<file path="src/rtl/src_sequencer_if.sv">
// ---------------------------------------------------------------------------
// src_sequencer_if
// Control bundle between the Mini SRC hardwired sequencer and the datapath.
// Every signal here is a one-cycle strobe that the sequencer decodes from its
// registered state. The only multi-bit field is alu_op.
//
// Modports:
//   master : sequencer side, drives every strobe
//   slave  : datapath side, consumes every strobe
//
// Signals:
//   Gra, Grb, Grc, Rin, Rout, BAout            register select/encode
//   PCout, PCin, IncPC, IRin, MARin,
//   MDRin, MDRout                              PC/IR/memory-interface
//   Read, Write                                RAM enables
//   Yin, Zin, Zhighout, Zlowout, HIin, HIout,
//   LOin, LOout, Cout                          ALU path
//   CONin, InPortout, OutPortin, jal_R15       branch/I/O/link
//   alu_op[4:0]                                ALU operation code
// ---------------------------------------------------------------------------
interface src_sequencer_if;
   logic       Gra, Grb, Grc, Rin, Rout, BAout;
   logic       PCout, PCin, IncPC, IRin, MARin, MDRin, MDRout;
   logic       Read, Write;
   logic       Yin, Zin, Zhighout, Zlowout, HIin, HIout, LOin, LOout, Cout;
   logic       CONin, InPortout, OutPortin, jal_R15;
   logic [4:0] alu_op;

   modport master (
      output Gra, Grb, Grc, Rin, Rout, BAout,
      output PCout, PCin, IncPC, IRin, MARin, MDRin, MDRout,
      output Read, Write,
      output Yin, Zin, Zhighout, Zlowout, HIin, HIout, LOin, LOout, Cout,
      output CONin, InPortout, OutPortin, jal_R15,
      output alu_op
   );

   modport slave (
      input Gra, Grb, Grc, Rin, Rout, BAout,
      input PCout, PCin, IncPC, IRin, MARin, MDRin, MDRout,
      input Read, Write,
      input Yin, Zin, Zhighout, Zlowout, HIin, HIout, LOin, LOout, Cout,
      input CONin, InPortout, OutPortin, jal_R15,
      input alu_op
   );
endinterface

</file>
<file path="src/rtl/src_sequencer.sv">
// ---------------------------------------------------------------------------
// src_sequencer
// Hardwired multi-cycle control FSM for the Mini SRC datapath. It steps fetch
// (T0-T2) and per-opcode execute (T3-T7) and raises every datapath strobe as
// a Moore decode of the registered state plus the opcode of the latched IR.
//
// Parameters:
//   RESET_CYCLES  cycles clear stays high in RESET_ST after reset release (1..7)
//
// Ports:
//   clock        system clock, rising edge
//   reset        asynchronous, active-high
//   stop         request halt at the next instruction boundary
//   IR[31:0]     instruction register, opcode = IR[31:27]
//   CON_FF       branch condition flip-flop
//   ctl          src_sequencer_if.master, all datapath strobes and alu_op
//   clear        synchronous datapath clear (high in RESET_ST)
//   run          1 while executing T0..T7, 0 in reset/halt
//   instr_count  (only with INSTR_COUNT_EN) completed-instruction counter
//
// Optional feature macro: INSTR_COUNT_EN
// ---------------------------------------------------------------------------
module src_sequencer #(
   parameter int unsigned RESET_CYCLES = 1
) (
   input  logic        clock,
   input  logic        reset,
   input  logic        stop,
   input  logic [31:0] IR,
   input  logic        CON_FF,
   src_sequencer_if.master ctl,
   output logic        clear,
   output logic        run
`ifdef INSTR_COUNT_EN
   ,
   output logic [31:0] instr_count
`endif
);

   typedef enum logic [3:0] {
      RESET_ST, T0, T1, T2, T3, T4, T5, T6, T7, HALT_ST
   } state_t;

   localparam logic [4:0] OP_LD    = 5'b00000;
   localparam logic [4:0] OP_LDI   = 5'b00001;
   localparam logic [4:0] OP_ST    = 5'b00010;
   localparam logic [4:0] OP_ADD   = 5'b00011;
   localparam logic [4:0] OP_RLAST = 5'b01011;
   localparam logic [4:0] OP_IFST  = 5'b01100;
   localparam logic [4:0] OP_ILAST = 5'b01110;
   localparam logic [4:0] OP_MUL   = 5'b01111;
   localparam logic [4:0] OP_DIV   = 5'b10000;
   localparam logic [4:0] OP_NEG   = 5'b10001;
   localparam logic [4:0] OP_NOT   = 5'b10010;
   localparam logic [4:0] OP_BR    = 5'b10011;
   localparam logic [4:0] OP_JR    = 5'b10100;
   localparam logic [4:0] OP_JAL   = 5'b10101;
   localparam logic [4:0] OP_IN    = 5'b10110;
   localparam logic [4:0] OP_OUT   = 5'b10111;
   localparam logic [4:0] OP_MFHI  = 5'b11000;
   localparam logic [4:0] OP_MFLO  = 5'b11001;
   localparam logic [4:0] OP_HALT  = 5'b11011;

   state_t     state_q, state_d;
   logic [2:0] rst_cnt_q, rst_cnt_d;
   logic       stop_req_q, stop_req_d;
   logic [4:0] op;
   logic       last_step;
   logic       ir_unused;

   assign op        = IR[31:27];
   assign ir_unused = ^IR[26:0];

   // Final execute step for each opcode; nop/undefined/halt and the
   // single-step instructions finish in T3.
   function automatic state_t final_step(input logic [4:0] opc);
      state_t s;
      case (opc) inside
         OP_LD, OP_ST:                       s = T7;
         OP_LDI, [OP_ADD:OP_ILAST]:          s = T5;
         OP_MUL, OP_DIV, OP_BR:              s = T6;
         OP_NEG, OP_NOT, OP_JAL:             s = T4;
         default:                            s = T3;
      endcase
      return s;
   endfunction

   assign last_step = (state_q == final_step(op));

   // ---------------- state register ----------------
   always_ff @(posedge clock or posedge reset) begin
      if (reset) begin
         state_q    <= RESET_ST;
         rst_cnt_q  <= '0;
         stop_req_q <= 1'b0;
      end else begin
         state_q    <= state_d;
         rst_cnt_q  <= rst_cnt_d;
         stop_req_q <= stop_req_d;
      end
   end

   // ---------------- next-state logic ----------------
   // A stop pulse is remembered until the instruction boundary so that a
   // request raised mid-instruction still halts without truncating it.
   always_comb begin
      state_d    = state_q;
      rst_cnt_d  = rst_cnt_q;
      stop_req_d = stop_req_q | stop;
      case (state_q)
         RESET_ST: begin
            if (rst_cnt_q == 3'(RESET_CYCLES - 1)) begin
               state_d   = T0;
               rst_cnt_d = '0;
            end else begin
               rst_cnt_d = rst_cnt_q + 3'd1;
            end
         end
         T0: state_d = T1;
         T1: state_d = T2;
         T2: state_d = T3;
         T3, T4, T5, T6, T7: begin
            if (last_step) begin
               state_d = (op == OP_HALT || stop || stop_req_q) ? HALT_ST : T0;
            end else begin
               case (state_q)
                  T3:      state_d = T4;
                  T4:      state_d = T5;
                  T5:      state_d = T6;
                  T6:      state_d = T7;
                  default: state_d = T0;
               endcase
            end
         end
         default: state_d = state_q;
      endcase
   end

   // ---------------- output decode ----------------
   always_comb begin
      ctl.Gra = 1'b0; ctl.Grb = 1'b0; ctl.Grc = 1'b0;
      ctl.Rin = 1'b0; ctl.Rout = 1'b0; ctl.BAout = 1'b0;
      ctl.PCout = 1'b0; ctl.PCin = 1'b0; ctl.IncPC = 1'b0; ctl.IRin = 1'b0;
      ctl.MARin = 1'b0; ctl.MDRin = 1'b0; ctl.MDRout = 1'b0;
      ctl.Read = 1'b0; ctl.Write = 1'b0;
      ctl.Yin = 1'b0; ctl.Zin = 1'b0; ctl.Zhighout = 1'b0; ctl.Zlowout = 1'b0;
      ctl.HIin = 1'b0; ctl.HIout = 1'b0; ctl.LOin = 1'b0; ctl.LOout = 1'b0;
      ctl.Cout = 1'b0;
      ctl.CONin = 1'b0; ctl.InPortout = 1'b0; ctl.OutPortin = 1'b0;
      ctl.jal_R15 = 1'b0;
      ctl.alu_op = '0;
      clear = (state_q == RESET_ST);
      run   = !(state_q == RESET_ST || state_q == HALT_ST);

      case (state_q)
         T0: begin
            ctl.PCout = 1'b1; ctl.MARin = 1'b1; ctl.IncPC = 1'b1; ctl.PCin = 1'b1;
         end
         T1: begin
            ctl.Read = 1'b1; ctl.MDRin = 1'b1;
         end
         T2: begin
            ctl.MDRout = 1'b1; ctl.IRin = 1'b1;
         end
         T3, T4, T5, T6, T7: begin
            // Memory and branch instructions compute an address, so the ALU adds.
            ctl.alu_op = (op inside {OP_LD, OP_LDI, OP_ST, OP_BR}) ? OP_ADD : op;
            case (op) inside
               OP_LD, OP_LDI, OP_ST: begin
                  case (state_q)
                     T3: begin ctl.Grb = 1'b1; ctl.BAout = 1'b1; ctl.Yin = 1'b1; end
                     T4: begin ctl.Cout = 1'b1; ctl.Zin = 1'b1; end
                     T5: begin
                        ctl.Zlowout = 1'b1;
                        if (op == OP_LDI) begin ctl.Gra = 1'b1; ctl.Rin = 1'b1; end
                        else              ctl.MARin = 1'b1;
                     end
                     T6: begin
                        if (op == OP_LD) begin ctl.Read = 1'b1; ctl.MDRin = 1'b1; end
                        else if (op == OP_ST) begin
                           ctl.Gra = 1'b1; ctl.Rout = 1'b1; ctl.MDRin = 1'b1;
                        end
                     end
                     T7: begin
                        if (op == OP_LD) begin
                           ctl.MDRout = 1'b1; ctl.Gra = 1'b1; ctl.Rin = 1'b1;
                        end else if (op == OP_ST) ctl.Write = 1'b1;
                     end
                     default: ;
                  endcase
               end
               [OP_ADD:OP_RLAST], [OP_IFST:OP_ILAST]: begin
                  case (state_q)
                     T3: begin ctl.Grb = 1'b1; ctl.Rout = 1'b1; ctl.Yin = 1'b1; end
                     T4: begin
                        ctl.Zin = 1'b1;
                        if (op >= OP_IFST) ctl.Cout = 1'b1;
                        else begin ctl.Grc = 1'b1; ctl.Rout = 1'b1; end
                     end
                     T5: begin ctl.Zlowout = 1'b1; ctl.Gra = 1'b1; ctl.Rin = 1'b1; end
                     default: ;
                  endcase
               end
               OP_MUL, OP_DIV: begin
                  case (state_q)
                     T3: begin ctl.Gra = 1'b1; ctl.Rout = 1'b1; ctl.Yin = 1'b1; end
                     T4: begin ctl.Grb = 1'b1; ctl.Rout = 1'b1; ctl.Zin = 1'b1; end
                     T5: begin ctl.Zlowout = 1'b1; ctl.LOin = 1'b1; end
                     T6: begin ctl.Zhighout = 1'b1; ctl.HIin = 1'b1; end
                     default: ;
                  endcase
               end
               OP_NEG, OP_NOT: begin
                  case (state_q)
                     T3: begin ctl.Grb = 1'b1; ctl.Rout = 1'b1; ctl.Zin = 1'b1; end
                     T4: begin ctl.Zlowout = 1'b1; ctl.Gra = 1'b1; ctl.Rin = 1'b1; end
                     default: ;
                  endcase
               end
               OP_BR: begin
                  case (state_q)
                     T3: begin ctl.Gra = 1'b1; ctl.Rout = 1'b1; ctl.CONin = 1'b1; end
                     T4: begin ctl.PCout = 1'b1; ctl.Yin = 1'b1; end
                     T5: begin ctl.Cout = 1'b1; ctl.Zin = 1'b1; end
                     T6: if (CON_FF) begin ctl.Zlowout = 1'b1; ctl.PCin = 1'b1; end
                     default: ;
                  endcase
               end
               OP_JR: if (state_q == T3) begin
                  ctl.Gra = 1'b1; ctl.Rout = 1'b1; ctl.PCin = 1'b1;
               end
               OP_JAL: begin
                  case (state_q)
                     T3: begin ctl.PCout = 1'b1; ctl.jal_R15 = 1'b1; ctl.Rin = 1'b1; end
                     T4: begin ctl.Gra = 1'b1; ctl.Rout = 1'b1; ctl.PCin = 1'b1; end
                     default: ;
                  endcase
               end
               OP_IN: if (state_q == T3) begin
                  ctl.InPortout = 1'b1; ctl.Gra = 1'b1; ctl.Rin = 1'b1;
               end
               OP_OUT: if (state_q == T3) begin
                  ctl.Gra = 1'b1; ctl.Rout = 1'b1; ctl.OutPortin = 1'b1;
               end
               OP_MFHI: if (state_q == T3) begin
                  ctl.HIout = 1'b1; ctl.Gra = 1'b1; ctl.Rin = 1'b1;
               end
               OP_MFLO: if (state_q == T3) begin
                  ctl.LOout = 1'b1; ctl.Gra = 1'b1; ctl.Rin = 1'b1;
               end
               default: ;
            endcase
         end
         default: ;
      endcase
   end

`ifdef INSTR_COUNT_EN
   logic [31:0] instr_count_q;

   always_ff @(posedge clock or posedge reset) begin
      if (reset)          instr_count_q <= '0;
      else if (last_step) instr_count_q <= instr_count_q + 32'd1;
   end

   assign instr_count = instr_count_q;
`endif

endmodule

</file>
<file path="src/flat_wrapper.sv">
// flat-port wrapper written by rule: the top's interface ports become plain ports
module src_sequencer_flat 
#(
   parameter int unsigned RESET_CYCLES = 1
)
  (clock, reset, stop, IR, CON_FF, clear, run, ctl_Gra, ctl_Grb, ctl_Grc, ctl_Rin, ctl_Rout, ctl_BAout, ctl_PCout, ctl_PCin, ctl_IncPC, ctl_IRin, ctl_MARin, ctl_MDRin, ctl_MDRout, ctl_Read, ctl_Write, ctl_Yin, ctl_Zin, ctl_Zhighout, ctl_Zlowout, ctl_HIin, ctl_HIout, ctl_LOin, ctl_LOout, ctl_Cout, ctl_CONin, ctl_InPortout, ctl_OutPortin, ctl_jal_R15, ctl_alu_op);
  src_sequencer_if ctl_i ();
  input  logic clock;
  input  logic reset;
  input  logic stop;
  input  logic [31:0] IR;
  input  logic CON_FF;
  output logic clear;
  output logic run;
  output wire logic [$bits(ctl_i.Gra)-1:0] ctl_Gra;
  output wire logic [$bits(ctl_i.Grb)-1:0] ctl_Grb;
  output wire logic [$bits(ctl_i.Grc)-1:0] ctl_Grc;
  output wire logic [$bits(ctl_i.Rin)-1:0] ctl_Rin;
  output wire logic [$bits(ctl_i.Rout)-1:0] ctl_Rout;
  output wire logic [$bits(ctl_i.BAout)-1:0] ctl_BAout;
  output wire logic [$bits(ctl_i.PCout)-1:0] ctl_PCout;
  output wire logic [$bits(ctl_i.PCin)-1:0] ctl_PCin;
  output wire logic [$bits(ctl_i.IncPC)-1:0] ctl_IncPC;
  output wire logic [$bits(ctl_i.IRin)-1:0] ctl_IRin;
  output wire logic [$bits(ctl_i.MARin)-1:0] ctl_MARin;
  output wire logic [$bits(ctl_i.MDRin)-1:0] ctl_MDRin;
  output wire logic [$bits(ctl_i.MDRout)-1:0] ctl_MDRout;
  output wire logic [$bits(ctl_i.Read)-1:0] ctl_Read;
  output wire logic [$bits(ctl_i.Write)-1:0] ctl_Write;
  output wire logic [$bits(ctl_i.Yin)-1:0] ctl_Yin;
  output wire logic [$bits(ctl_i.Zin)-1:0] ctl_Zin;
  output wire logic [$bits(ctl_i.Zhighout)-1:0] ctl_Zhighout;
  output wire logic [$bits(ctl_i.Zlowout)-1:0] ctl_Zlowout;
  output wire logic [$bits(ctl_i.HIin)-1:0] ctl_HIin;
  output wire logic [$bits(ctl_i.HIout)-1:0] ctl_HIout;
  output wire logic [$bits(ctl_i.LOin)-1:0] ctl_LOin;
  output wire logic [$bits(ctl_i.LOout)-1:0] ctl_LOout;
  output wire logic [$bits(ctl_i.Cout)-1:0] ctl_Cout;
  output wire logic [$bits(ctl_i.CONin)-1:0] ctl_CONin;
  output wire logic [$bits(ctl_i.InPortout)-1:0] ctl_InPortout;
  output wire logic [$bits(ctl_i.OutPortin)-1:0] ctl_OutPortin;
  output wire logic [$bits(ctl_i.jal_R15)-1:0] ctl_jal_R15;
  output wire logic [$bits(ctl_i.alu_op)-1:0] ctl_alu_op;
  assign ctl_Gra = ctl_i.Gra;
  assign ctl_Grb = ctl_i.Grb;
  assign ctl_Grc = ctl_i.Grc;
  assign ctl_Rin = ctl_i.Rin;
  assign ctl_Rout = ctl_i.Rout;
  assign ctl_BAout = ctl_i.BAout;
  assign ctl_PCout = ctl_i.PCout;
  assign ctl_PCin = ctl_i.PCin;
  assign ctl_IncPC = ctl_i.IncPC;
  assign ctl_IRin = ctl_i.IRin;
  assign ctl_MARin = ctl_i.MARin;
  assign ctl_MDRin = ctl_i.MDRin;
  assign ctl_MDRout = ctl_i.MDRout;
  assign ctl_Read = ctl_i.Read;
  assign ctl_Write = ctl_i.Write;
  assign ctl_Yin = ctl_i.Yin;
  assign ctl_Zin = ctl_i.Zin;
  assign ctl_Zhighout = ctl_i.Zhighout;
  assign ctl_Zlowout = ctl_i.Zlowout;
  assign ctl_HIin = ctl_i.HIin;
  assign ctl_HIout = ctl_i.HIout;
  assign ctl_LOin = ctl_i.LOin;
  assign ctl_LOout = ctl_i.LOout;
  assign ctl_Cout = ctl_i.Cout;
  assign ctl_CONin = ctl_i.CONin;
  assign ctl_InPortout = ctl_i.InPortout;
  assign ctl_OutPortin = ctl_i.OutPortin;
  assign ctl_jal_R15 = ctl_i.jal_R15;
  assign ctl_alu_op = ctl_i.alu_op;
  src_sequencer #(.RESET_CYCLES(RESET_CYCLES)) u_core (.clock(clock), .reset(reset), .stop(stop), .IR(IR), .CON_FF(CON_FF), .ctl(ctl_i), .clear(clear), .run(run));
endmodule
</file>
<file path="config.mk">
export PLATFORM = sky130hd
export DESIGN_NAME = src_sequencer_flat
export DESIGN_NICKNAME = d
export VERILOG_FILES = /design/src/rtl/src_sequencer_if.sv /design/src/rtl/src_sequencer.sv /design/src/flat_wrapper.sv
export SDC_FILE = /design/constraint.sdc
export NUM_CORES = 1
export LEC_CHECK = 0
export BUFFER_PORTS_ARGS = -buffer_cell sky130_fd_sc_hd__buf_2
export CAP_MARGIN = 20
export CORE_ASPECT_RATIO = 0.8
export CORE_MARGIN = 2
export CORE_UTILIZATION = 49
export DETAILED_ROUTE_END_ITERATION = 10
export GPL_TIMING_DRIVEN = 0
export PLACE_DENSITY = 0.83
export RECOVER_POWER = 50
export SETUP_SLACK_MARGIN = 0.5
export SYNTH_ARGS = -nofsm -noshare
export SYNTH_HDL_FRONTEND = slang
export SYNTH_SLANG_ARGS = --single-unit
</file>
<file path="constraint.sdc">
create_clock -name clock -period 4.83 [get_ports clock]
set_input_delay 0.483 -clock clock [delete_from_list [all_inputs] [get_ports clock]]
set_output_delay 0.483 -clock clock [all_outputs]
set_load 0.02 [all_outputs]
</file>
==> Word-level counts from Yosys, hierarchy flattened <==
Cells that the tools add are included.
{ "op_classes": {"add_sub_neg": 1, "n_lt_le_gt_ge": 4, "eq_ne": 25, "n_mux": 190, "bitwise": 1, "reduce_logical": 23} }
{ "op_table": {"columns": ["op", "count"], "rows": [
  ["two-way mux 1 bit", 170],
  ["== test 5 bit (second input constant)", 11],
  ["one-hot mux 4 bit (5 select lines)", 1],
  ["== test 4 x 3 -> 1 bit (second input constant)", 4],
  ["two-way mux 4 bit", 4],
  ["one-hot mux 1 bit (2 select lines)", 8],
  ["one-hot mux 4 bit (4 select lines)", 1],
  ["OR reduction 2 bit", 6],
  ["less-or-equal comparator 5 x 4 -> 1 bit (second input constant)", 2],
  ["two-way mux 5 bit", 2],
  ["OR reduction 3 bit", 3],
  ["== test 4 x 2 -> 1 bit (second input constant)", 2],
  ["== test 4 bit (second input constant)", 2],
  ["== test 5 x 1 -> 1 bit (second input constant)", 1],
  ["== test 5 x 2 -> 1 bit (second input constant)", 1],
  ["== test 5 x 4 -> 1 bit (second input constant)", 1],
  [">= comparator 5 x 2 -> 1 bit (second input constant)", 1],
  [">= comparator 5 x 4 -> 1 bit (second input constant)", 1],
  ["logical NOT 5 bit", 1],
  ["nonzero test 5 bit", 1],
  ["OR reduction 5 bit", 1],
  ["== test 4 x 1 -> 1 bit (second input constant)", 1],
  ["== test 4 bit", 1],
  ["logical NOT 4 bit", 1],
  ["12 further kinds", 17]
]} }
{ "word_totals": {"reg_bits": 8, "input_bits": 36, "output_inout_bits": 35} }

==> Longest topological paths before layout <==
Gate-level depths: netlist of the first run.
{ "depth": {"ltp_word": 14, "depth_mapped": 8, "depth_no_buf": 7} }

==> Worst setup path before layout of the first run <==
Ideal clock, no wire load.
{ "synth_timing": {"path_type": "reg-to-output", "start": "reg u_core.state_q[3]", "end": "out ctl_InPortout", "arrival_ns": 1.960, "required_time_ns": 4.347, "setup_slack_ns": 2.387, "path_stages_with_launch": 5, "cell_sequence": "dfrtp_1 -> buf_2 -> nor4b_1 -> nand3_1 -> nor3_1"} }
{ "synth_via": {"elab_chain_cells": 11, "word_cells_on_any_way": 16, "cone_classes": "eq/ne (5); mux (10); reduce/logical (1)"} }
{ "synth_lines": {"columns": ["item", "line_no", "rtl"], "rows": [
  ["start: declaration", "src_sequencer.sv:64", "state_t state_q, state_d;"],
  ["start signal: assignment", "src_sequencer.sv:97", "state_q <= state_d;"],
  ["== test 4 x 3 -> 1 bit", "src_sequencer.sv:155, src_sequencer.sv:239", null],
  ["two-way mux 1 bit", "src_sequencer.sv:239", "OP_IN: if (state_q == T3) begin"],
  ["two-way mux 1 bit (8 in a row)", "src_sequencer.sv:168", "case (op) inside"],
  ["two-way mux 1 bit *", "src_sequencer.sv:155", "case (state_q)"],
  ["end: declaration", "flat_wrapper.sv:40", "output wire logic [$bits(ctl_i.InPortout)-1:0] ctl_InPortout;"]
]} }
Every way passes the cells marked *; elsewhere a longest branch is shown, timed or not.

==> Worst setup path after layout of the first run <==
{ "layout_timing": {"start": "in IR[30]", "end": "out ctl_Read"} }
{ "layout_via": {"elab_chain_cells": 5, "word_cells_on_any_way": 8, "cone_classes": "eq/ne (2); mux (4); reduce/logical (2)"} }
{ "layout_lines": {"columns": ["item", "line_no", "rtl"], "rows": [
  ["start: declaration", "flat_wrapper.sv:11", "input logic [31:0] IR;"],
  ["logical NOT 5 bit", "src_sequencer.sv:179", "if (op == OP_LD) begin ctl.Read = 1'b1; ctl.MDRin = 1'b1; end"],
  ["two-way mux 1 bit", "src_sequencer.sv:179", null],
  ["two-way mux 1 bit", "src_sequencer.sv:170", "case (state_q)"],
  ["two-way mux 1 bit *", "src_sequencer.sv:168", null],
  ["one-hot mux 1 bit (2 select lines) *", "src_sequencer.sv:155", null],
  ["end: declaration", "flat_wrapper.sv:28", "output wire logic [$bits(ctl_i.Read)-1:0] ctl_Read;"]
]} }
Marks and branches as above.

==> results, run 1 <==
- The number of max-slew violations in the final report came to 0.
- The pre-antenna-repair detailed-routing pass consisted of 5 iterations.
- Walking the worst path, the cells encountered are clkbuf_1 -> clkbuf_1 -> nor2_1 -> nand2_1 -> nor2_1 -> nand3_1 -> o22ai_1 -> and3_1 -> buf_2.
- The count of nets left with antenna violations once routing finished came out at 0.
- The setup slack on the worst flop-to-flop path is 2770 ps.
- The number of nets in the synthesized netlist is roughly 240.
- The clock tree from TritonCTS is done.
- For this design, the CTS-stage hold fixing added 0 buffers.
- The transition at the pin with the smallest max-transition slack is 791 ps.
- In the synthesized netlist the async set-or-reset flop fraction comes to 100%.
- The most critical setup path has its endpoint at ctl_Read.
- Data arrives at the worst endpoint at around 2600 ps.
- Entering global routing, the biggest net connects 11 pins.
- The part of the total power dissipated in the clock network is roughly 22%.
- Clock-pin slew was measured on the worst setup and hold paths at about 50 ps.
- The smallest hold slack is about 150 ps.
- Routability-driven placement finished with a final weighted congestion of ~0.95.
- The count of final hold-check violations came to 0.
- The final setup TNS is 0 ps.
- In this run, synthesis produced a sequential element count of 8.
- The highest attainable clock frequency is roughly 330 MHz.
- The initial utilization of the core area, before any placement, comes to about 53%.
- The worst-case IR drop observed on VDD is about 0.12 mV.
- The remaining design rule violation count is 0.
- The slowest stage of the critical path belongs to the cell sky130_fd_sc_hd__nor2_1.
- Clock tree synthesis selected as its root buffer the cell sky130_fd_sc_hd__clkbuf_4.
- The classification of the worst setup path is in -> out.
- In this run, the number of DRC markers left after iteration 0 of detailed routing was 183.
- The count of port buffers added during placement is 41.
- The top flip-flop cell by instance count after synthesis is sky130_fd_sc_hd__dfrtp_1.
- The number of flops mapped to enable cells by yosys is 0.
- The initial antenna violation count came to 0.
- The total CTS buffers is 3.
- The post-route netlist has 21.9% of its cells at a drive strength greater than 1.
- The critical register-to-register path endpoint is u_core.rst_cnt_q[2].
- Sequential cells burn between 30% and 40% of the power.
- The via count of the first global-routing pass was about 1400.
- The internal power summed over all cells is around 0.00014 W.
- The reg-to-reg critical path startpoint is u_core.state_q[1].
- The run finished with clean final reports.
- The deepest level of the CTS H-tree is 1.
- The cell leakage power is 0.710 nW.
- The clock sink count is 8.
- The number of buffers on the longest clock path is 2.
- The die boundary height is 50.2 µm.
- Net switching is 40.2% of the power.
- In this run the count of I/O pins placed on the die edge is 71.
- For the worst flop-to-flop path, the logic depth is 6.
- The count of different cell masters after synthesis is 52.
- The netlist area before placement is 1310 µm².
- The post-synthesis average cell area is around 6.3 µm².
- The element type at the critical path start is an input pin.
- The number of cells upsized or downsized after cts is 0.
- The shortest clock period the worst path allows after layout is 3040 ps.
- The logic gate share of total power is between 40% and 50%.
- In this run the core area contains 16 standard-cell rows.
- The total global-route track usage is about 27%.
- In this run the worst setup path begins at IR[30].
- The share of the Yosys chip area taken by registers is approximately 15%.
- The overall routed net length is slightly below 4000 µm.
- The tightest min-delay check is of the in -> async type.
- The number of antenna diodes in the final layout is 0.
- The max-capacitance violation count is 0.
- The cell count after synthesis came out at 206.
- From synthesis to final layout, the design area changed by 20.1%.
- The floorplan step defined a die boundary enclosing 3100 µm².
- The power per unit of standard cell area is 153 nW/µm².
- Data on the critical path is required at its endpoint by around 4400 ps.
- The post-CTS setup buffer count is 0.
- The number of nets at the end of the flow is 291.
- The placeable core region is about 2500 µm².
- The wire length of the first global-routing pass is approximately 6400 µm.
- The worst path uses ~63% of the clock period.
- For this design the total switching power over the nets is approximately 0.000096 W.
- The via count is ~1700.
- The overflow left after global routing is 0.
- In the routed layout, each cell is associated on average with a via count of about 5.9.
- The clock latency at the later pin of the worst-skew pair is 260 ps.
- The number of warnings reported in the yosys synthesis log is 0.
- The die is about 62 µm wide.
- The instance count after placement with tap cells included is roughly 280.
- The delay of the slowest cell on the worst path is roughly 440 ps.
- The HPWL after detailed placement is approximately 3000 µm.
- The per-cell routed wire length is between 10 and 15 µm.
- The worst setup path is captured at an output port.
- The non-filler instance count after layout is around 290.
- The worst setup skew after layout is around 5 ps.
- Setup violations remaining at the end of the flow were counted as 0.
- Measured against its own limit, the worst slew margin works out to roughly 47%.
- In this run the worst path has a maximum fanout of 10.
- Setup repair after global routing left no endpoint under its margin.
-- worst max-delay path: cells and delay by family --
| kind | cells | cell delay, ps |
|---|---|---|
| AO/OA/AOI/OAI | 1 | 130 |
| buffers and inverters | 3 | 470 |
| AND/OR/NAND/NOR | 5 | 1470 |
-- sequential cells by signal, summed over array words and instances, names as in the netlist --
name               count
u_core.rst_cnt_q       3
u_core.stop_req_q      1
u_core.state_q         4
-- Yosys cell counts, drive strengths merged (2+ instances only) --
master | n | area, µm²
o211ai | 2 | 15.0
nor2b | 8 | 50.1
o22ai | 4 | 25.0
a211o | 2 | 18.8
ha | 2 | 25.0
nand2 | 30 | 113
and3 | 3 | 18.8
a22oi | 2 | 15.0
a21o | 2 | 15.0
a31oi | 3 | 18.8
nand2b | 3 | 18.8
buf | 11 | 73.8
nor3 | 10 | 50.1
a211oi | 3 | 27.5
a21oi | 14 | 70.1
nand3 | 14 | 70.1
or2 | 3 | 18.8
clkbuf | 7 | 26.3
nor2 | 26 | 108
o21a | 3 | 22.5
or3 | 2 | 12.5
nor4b | 2 | 17.5
dfrtp | 8 | 200
inv | 9 | 33.8
o21ai | 15 | 78.8
-- power groups by stage --
| stage | Clock (W) | Combinational, W | Sequential, W |
|---|---|---|---|
| 5_1_grt | 0.0000575 | 0.000124 | 0.0000735 |
| 6_report | 0.0000518 | 0.000115 | 0.0000730 |
| 3_5_place_dp | 0 | 0.000111 | 0.0000741 |
| 4_1_cts | 0.0000528 | 0.000112 | 0.0000729 |
| 2_1_floorplan | 0 | 0.0000890 | 0.0000740 |
| 3_3_place_gp | 0 | 0.000111 | 0.0000741 |
-- layout make-up --
cell class,count,area [µm²]
multi-input combinational,171,970
fill,263,913
sequential,8,200
timing repair buffer,42,199
buffer,18,98.8
tap,36,45.0
inverter,9,33.8
clock buffer,3,22.5
-- per-stage QoR --
step                util (%)  total power (W)  worst slack [ps]  cell area [µm²]
floorplan                  -         0.000163              2390             1310
global placement        62.7         0.000185              2030             1560
detailed placement      62.7         0.000185              2020             1560
CTS                     63.6         0.000237              1730             1580
global route            63.2         0.000255              1580             1570
finish                  63.2         0.000240              1790             1570
-- kinds of logic (layout without fill, tap and decap cells) --
logic type,count (synthesis),in the layout,share of synthesized area (%)
xor+xnor,1,1,0.671
fa+ha+maj,3,3,2.68
flops,8,8,15.3
mux,2,2,1.63
simple gates,107,107,40.9
compound gates,58,58,28.5
buf+inv,27,72,10.2
-- metal layers --
metal	part of all wire, %	wire, µm	track usage (%)	up-vias
li1	-	-	-	819
met1	45	1770	42.4	765
met2	41	1600	38.6	109
met3	13	512	5.93	2
met4	0.26	10	2.13	0
met5	0	0	0	-
-- worst min path at each step --
stage / endpoint / slack [ps] / cells past startpoint
after floorplan: u_core.rst_cnt_q[0] / 300 / 1
after global placement: u_core.state_q[0] / 440 / 2
after detailed placement: u_core.state_q[0] / 440 / 2
after CTS: u_core.state_q[0] / 160 / 2
after global routing: u_core.state_q[1] / 170 / 2
final: u_core.state_q[0] / 150 / 2
-- cell usage in the layout, fill, tap and decap left out, types with 3 or more instances in the layout --
| cell type | n |
|---|---|
| sky130_fd_sc_hd__buf_2 | 36 |
| sky130_fd_sc_hd__nand3_1 | 14 |
| sky130_fd_sc_hd__nand2b_1 | 3 |
| sky130_fd_sc_hd__dfrtp_1 | 8 |
| sky130_fd_sc_hd__and3_1 | 3 |
| sky130_fd_sc_hd__clkbuf_4 | 3 |
| sky130_fd_sc_hd__nor3_1 | 10 |
| sky130_fd_sc_hd__buf_4 | 3 |
| sky130_fd_sc_hd__o21a_1 | 3 |
| sky130_fd_sc_hd__nor2_1 | 25 |
| sky130_fd_sc_hd__clkbuf_1 | 18 |
| sky130_fd_sc_hd__a21oi_1 | 14 |
| sky130_fd_sc_hd__nor2b_1 | 8 |
| sky130_fd_sc_hd__inv_1 | 9 |
| sky130_fd_sc_hd__o21ai_0 | 13 |
| sky130_fd_sc_hd__a31oi_1 | 3 |
| sky130_fd_sc_hd__o22ai_1 | 4 |
| sky130_fd_sc_hd__or2_2 | 3 |
| sky130_fd_sc_hd__nand2_1 | 30 |
Note: power is estimated with default switching activity, not from simulation.
==> run 2, diff against run 1 <==
Settings changed: CORE_UTILIZATION 49 to 45, PLACE_DENSITY 0.83 to 0.77.
Clock period 4.83 ns to 2.95 ns, I/O delays scaled along.
==> results, run 2 (synthesis results as in run 1) <==
- The library cells used most frequently in the layout, excluding fill and tap cells, are 37 x sky130_fd_sc_hd__buf_2, 30 x sky130_fd_sc_hd__nand2_1, 24 x sky130_fd_sc_hd__nor2_1, 14 x sky130_fd_sc_hd__nand3_1.
- For the worst setup path, the data arrival time is 2310 ps.
- The initial antenna violation count is 0.
- The power per unit of standard cell area is 250 nW/µm².
- The data required time of the critical path is between 2000 and 3000 ps.
- The worst setup skew after layout is 8.98 ps.
- Setup repair after global routing could not meet its margin everywhere.
- The later pin in the worst-skew pair is clocked with a latency of between 200 and 300 ps.
- The count of boundary I/O pins is between 70 and 80.
- The highest fanout seen on the critical path is 10.
- The portion of total power attributed to sequential cells is 27.9%.
- The overflow left after global routing is 0.
- The via count of the first global-routing pass is 1439.
- The instance count along the most critical hold path is 2.
- The most common cell after layout, fill and taps aside is sky130_fd_sc_hd__buf_2.
- The max-capacitance violation count is 0.
- Counting the buffers created by CTS gives 3.
- The starting density of the core is about 47%.
- The per-cell routed wire length is 14.9 µm.
- The slowest cell on the critical path is sky130_fd_sc_hd__dfrtp_1.
- Walking the worst path, the cells encountered are buf_6 -> or2_2 -> clkbuf_1 -> o21a_1 -> o21bai_1 -> a41oi_2 -> o21ai_2 -> o21ai_1 -> buf_4.
- The register with the most flip-flops in the layout has 4 of them.
- The die extent in x is 64.2 µm.
- The number of filler cells placed in the layout is 280.
- STA classifies the critical path endpoint as an output port.
- The root buffer cell chosen for the clock tree is sky130_fd_sc_hd__clkbuf_4.
- The first global-routing pass estimated 6800 µm of wire.
- The run finished with clean final reports.
- Internal power comes to ~0.00025 W.
- Clock-pin slew was measured on the worst setup and hold paths at about 60 ps.
- The min-delay analysis places its worst path in the category in -> reg.
- The detailed-route vias per instance is between 5 and 6.
- For the pin with the worst max-slew slack, the measured transition is between 600 and 700 ps.
- After routing, the total negative slack on setup checks comes to 0 ps.
- Of the total power, the share spent switching nets is 40.8%.
- The deepest level of the CTS H-tree is 1.
- The combined buffer and inverter count along the critical path is 3.
- For this run, design rule violations remaining after detail routing come to 0.
- The design draws approximately 0.00043 W.
- Per report_power, the clock group accounts for between 20% and 30% of the total.
- The site row count is 17.
- Clock tree synthesis found a total of 8 sinks.
- The worst max-slew margin expressed relative to the limit is about 55%.
- The placeable core region is roughly 2800 µm².
- Counting buffers and inverters, the worst setup path is 9 cells deep.
- The number of buffers on the longest clock path is 2.
- Summed over all cells, the static leakage comes to just under 0.8 nW.
- The overall routed net length is about 4400 µm.
- The register containing the most flip-flops in the final layout is u_core.state_q.
- After legalization and detailed placement, the total HPWL measured just over 3000 µm.
- The classification of the worst setup path is reg -> out.
- The cell type group with the largest total delay on the critical path is compound AO/OA/AOI/OAI gates.
- The sequential standard cell area is 200 µm².
- The number of max-slew violations in the final report is 0.
- The worst-case vdd ir drop is 0.178 mV.
- The number of optimization iterations in the first detailed-route pass is 6.
- The count of final hold-check violations is 0.
- The final-report setup violation count is 0.
- The worst path uses around nine tenths of the clock period.
- The die is around 52 µm tall.
- The via count is 1738.
- The net switching power of the design is between 0.00015 and 0.0002 W.
- TritonCTS built the clock tree.
- The largest registers in the layout are u_core.state_q (4), u_core.rst_cnt_q (3), u_core.stop_req_q (1).
- The number of antenna diodes in the final layout is 0.
- The floorplan die area is about 3400 µm².
- The detail route stage leaves a number of antenna-violating nets equal to 0.
- After the first detailed-routing iteration, the DRC count stood at approximately 180.
- The number of nets at the end of the flow is a little under 300.
- The congestion estimate from routability-driven global placement came to ~0.92.
- The highest attainable clock frequency is just under 400 MHz.
- The worst setup path is launched from a flip-flop.
- The maximum number of pins on one net before global-route repair is 11.
- The worst path needs 2600 ps of the cycle, external delays included.
- On the worst path, the slowest cell contributes a delay of around 370 ps.
- The area occupied by multi-input gates is just over 1000 µm².
- The logic gate share of total power is 52.0%.
- The cell count of the worst reg-to-reg path is 6.
- The area growth from synthesis to layout is 30.9%.
- The count of port buffers added during placement is a little over 40.
- Across every metal layer, demand over resource in global routing totals about a quarter.
- The post-route netlist has about 28% of its cells at a drive strength greater than 1.
==> run 2: cell count changes in the layout (fill, tap and decap cells not counted), moves of 2 or more <==
cell                       change
sky130_fd_sc_hd__a21oi_1       -2
sky130_fd_sc_hd__buf_4         +5
sky130_fd_sc_hd__buf_6         +3
sky130_fd_sc_hd__clkbuf_1      -6
sky130_fd_sc_hd__o21ai_0       -7
sky130_fd_sc_hd__o21ai_1       +4
sky130_fd_sc_hd__o21ai_2       +3
==> run 2: worst register-to-register path: stages (launching register included) <==
cell and delay, ps:
sky130_fd_sc_hd__dfrtp_1 370, sky130_fd_sc_hd__buf_6 120, sky130_fd_sc_hd__buf_4 150, sky130_fd_sc_hd__or3_1 370, sky130_fd_sc_hd__a211oi_1 600, sky130_fd_sc_hd__a311oi_1 220, sky130_fd_sc_hd__o211ai_1 240
==> run 2: layer usage <==
| metal | wire, µm | track usage, % | vias up | part of all wire [%] |
|---|---|---|---|---|
| met2 | 1910 | 39.8 | 124 | 44 |
| met5 | 0 | 0 | - | 0 |
| li1 | - | - | 834 | - |
| met1 | 1890 | 36.1 | 766 | 43 |
| met3 | 516 | 5.81 | 14 | 12 |
| met4 | 66 | 5.32 | 0 | 1.5 |
==> run 2: path summary, 6_finish.rpt <==
kind / start / end / slack (ps)
worst max-delay path: u_core.state_q[1] / ctl_Rout / 350
worst min-delay path: stop / u_core.stop_req_q / 260
worst max register to register: u_core.state_q[0] / u_core.state_q[3] / 790
worst min register to register: u_core.stop_req_q / u_core.stop_req_q / 460
max in group asynchronous: reset / u_core.rst_cnt_q[0] / 2140
min in group asynchronous: reset / u_core.rst_cnt_q[2] / 550
==> run 2: power groups by stage <==
stage | logic (W) | clock network, W | registers [W]
final | 0.000222 | 0.0000859 | 0.000119
after global routing | 0.000240 | 0.0000970 | 0.000120
after CTS | 0.000213 | 0.0000886 | 0.000119
after detailed placement | 0.000184 | 0 | 0.000121
after global placement | 0.000184 | 0 | 0.000121
after floorplan | 0.000146 | 0 | 0.000121
==> run 2: what timing repair did <==
action / 4_1_cts / 5_1_grt
endpoints found under the hold margin: 8 / 0
gates resized for setup: 21 / 15
pin swaps: 4 / 5
setup endpoints to repair: 13 / 13
hold buffers: 1 / 0
gates cloned: 0 / 0
setup buffers: 4 / 1
==> run 2: area by class of cell <==
type / count / share of cell area (%)
Buffer: 18 / 6.44
Tap cell: 38 / 2.78
Sequential cell: 8 / 11.7
Clock buffer: 3 / 1.32
Timing Repair Buffer: 47 / 15.5
Multi-Input combinational cell: 171 / 60.3
Inverter: 9 / 1.98
==> run 2: per-stage QoR <==
stage          utilization, %  cells  instance area, µm²  setup WS (ps)  hold slack [ps]
2_1_floorplan               -    206                1310            695              111
3_3_place_gp             56.4    285                1560            326              260
3_5_place_dp             56.4    285                1560            355              268
4_1_cts                  60.7    293                1680            396              257
5_1_grt                  61.9    294                1710            216              254
6_report                 61.9    294                1710            347              262
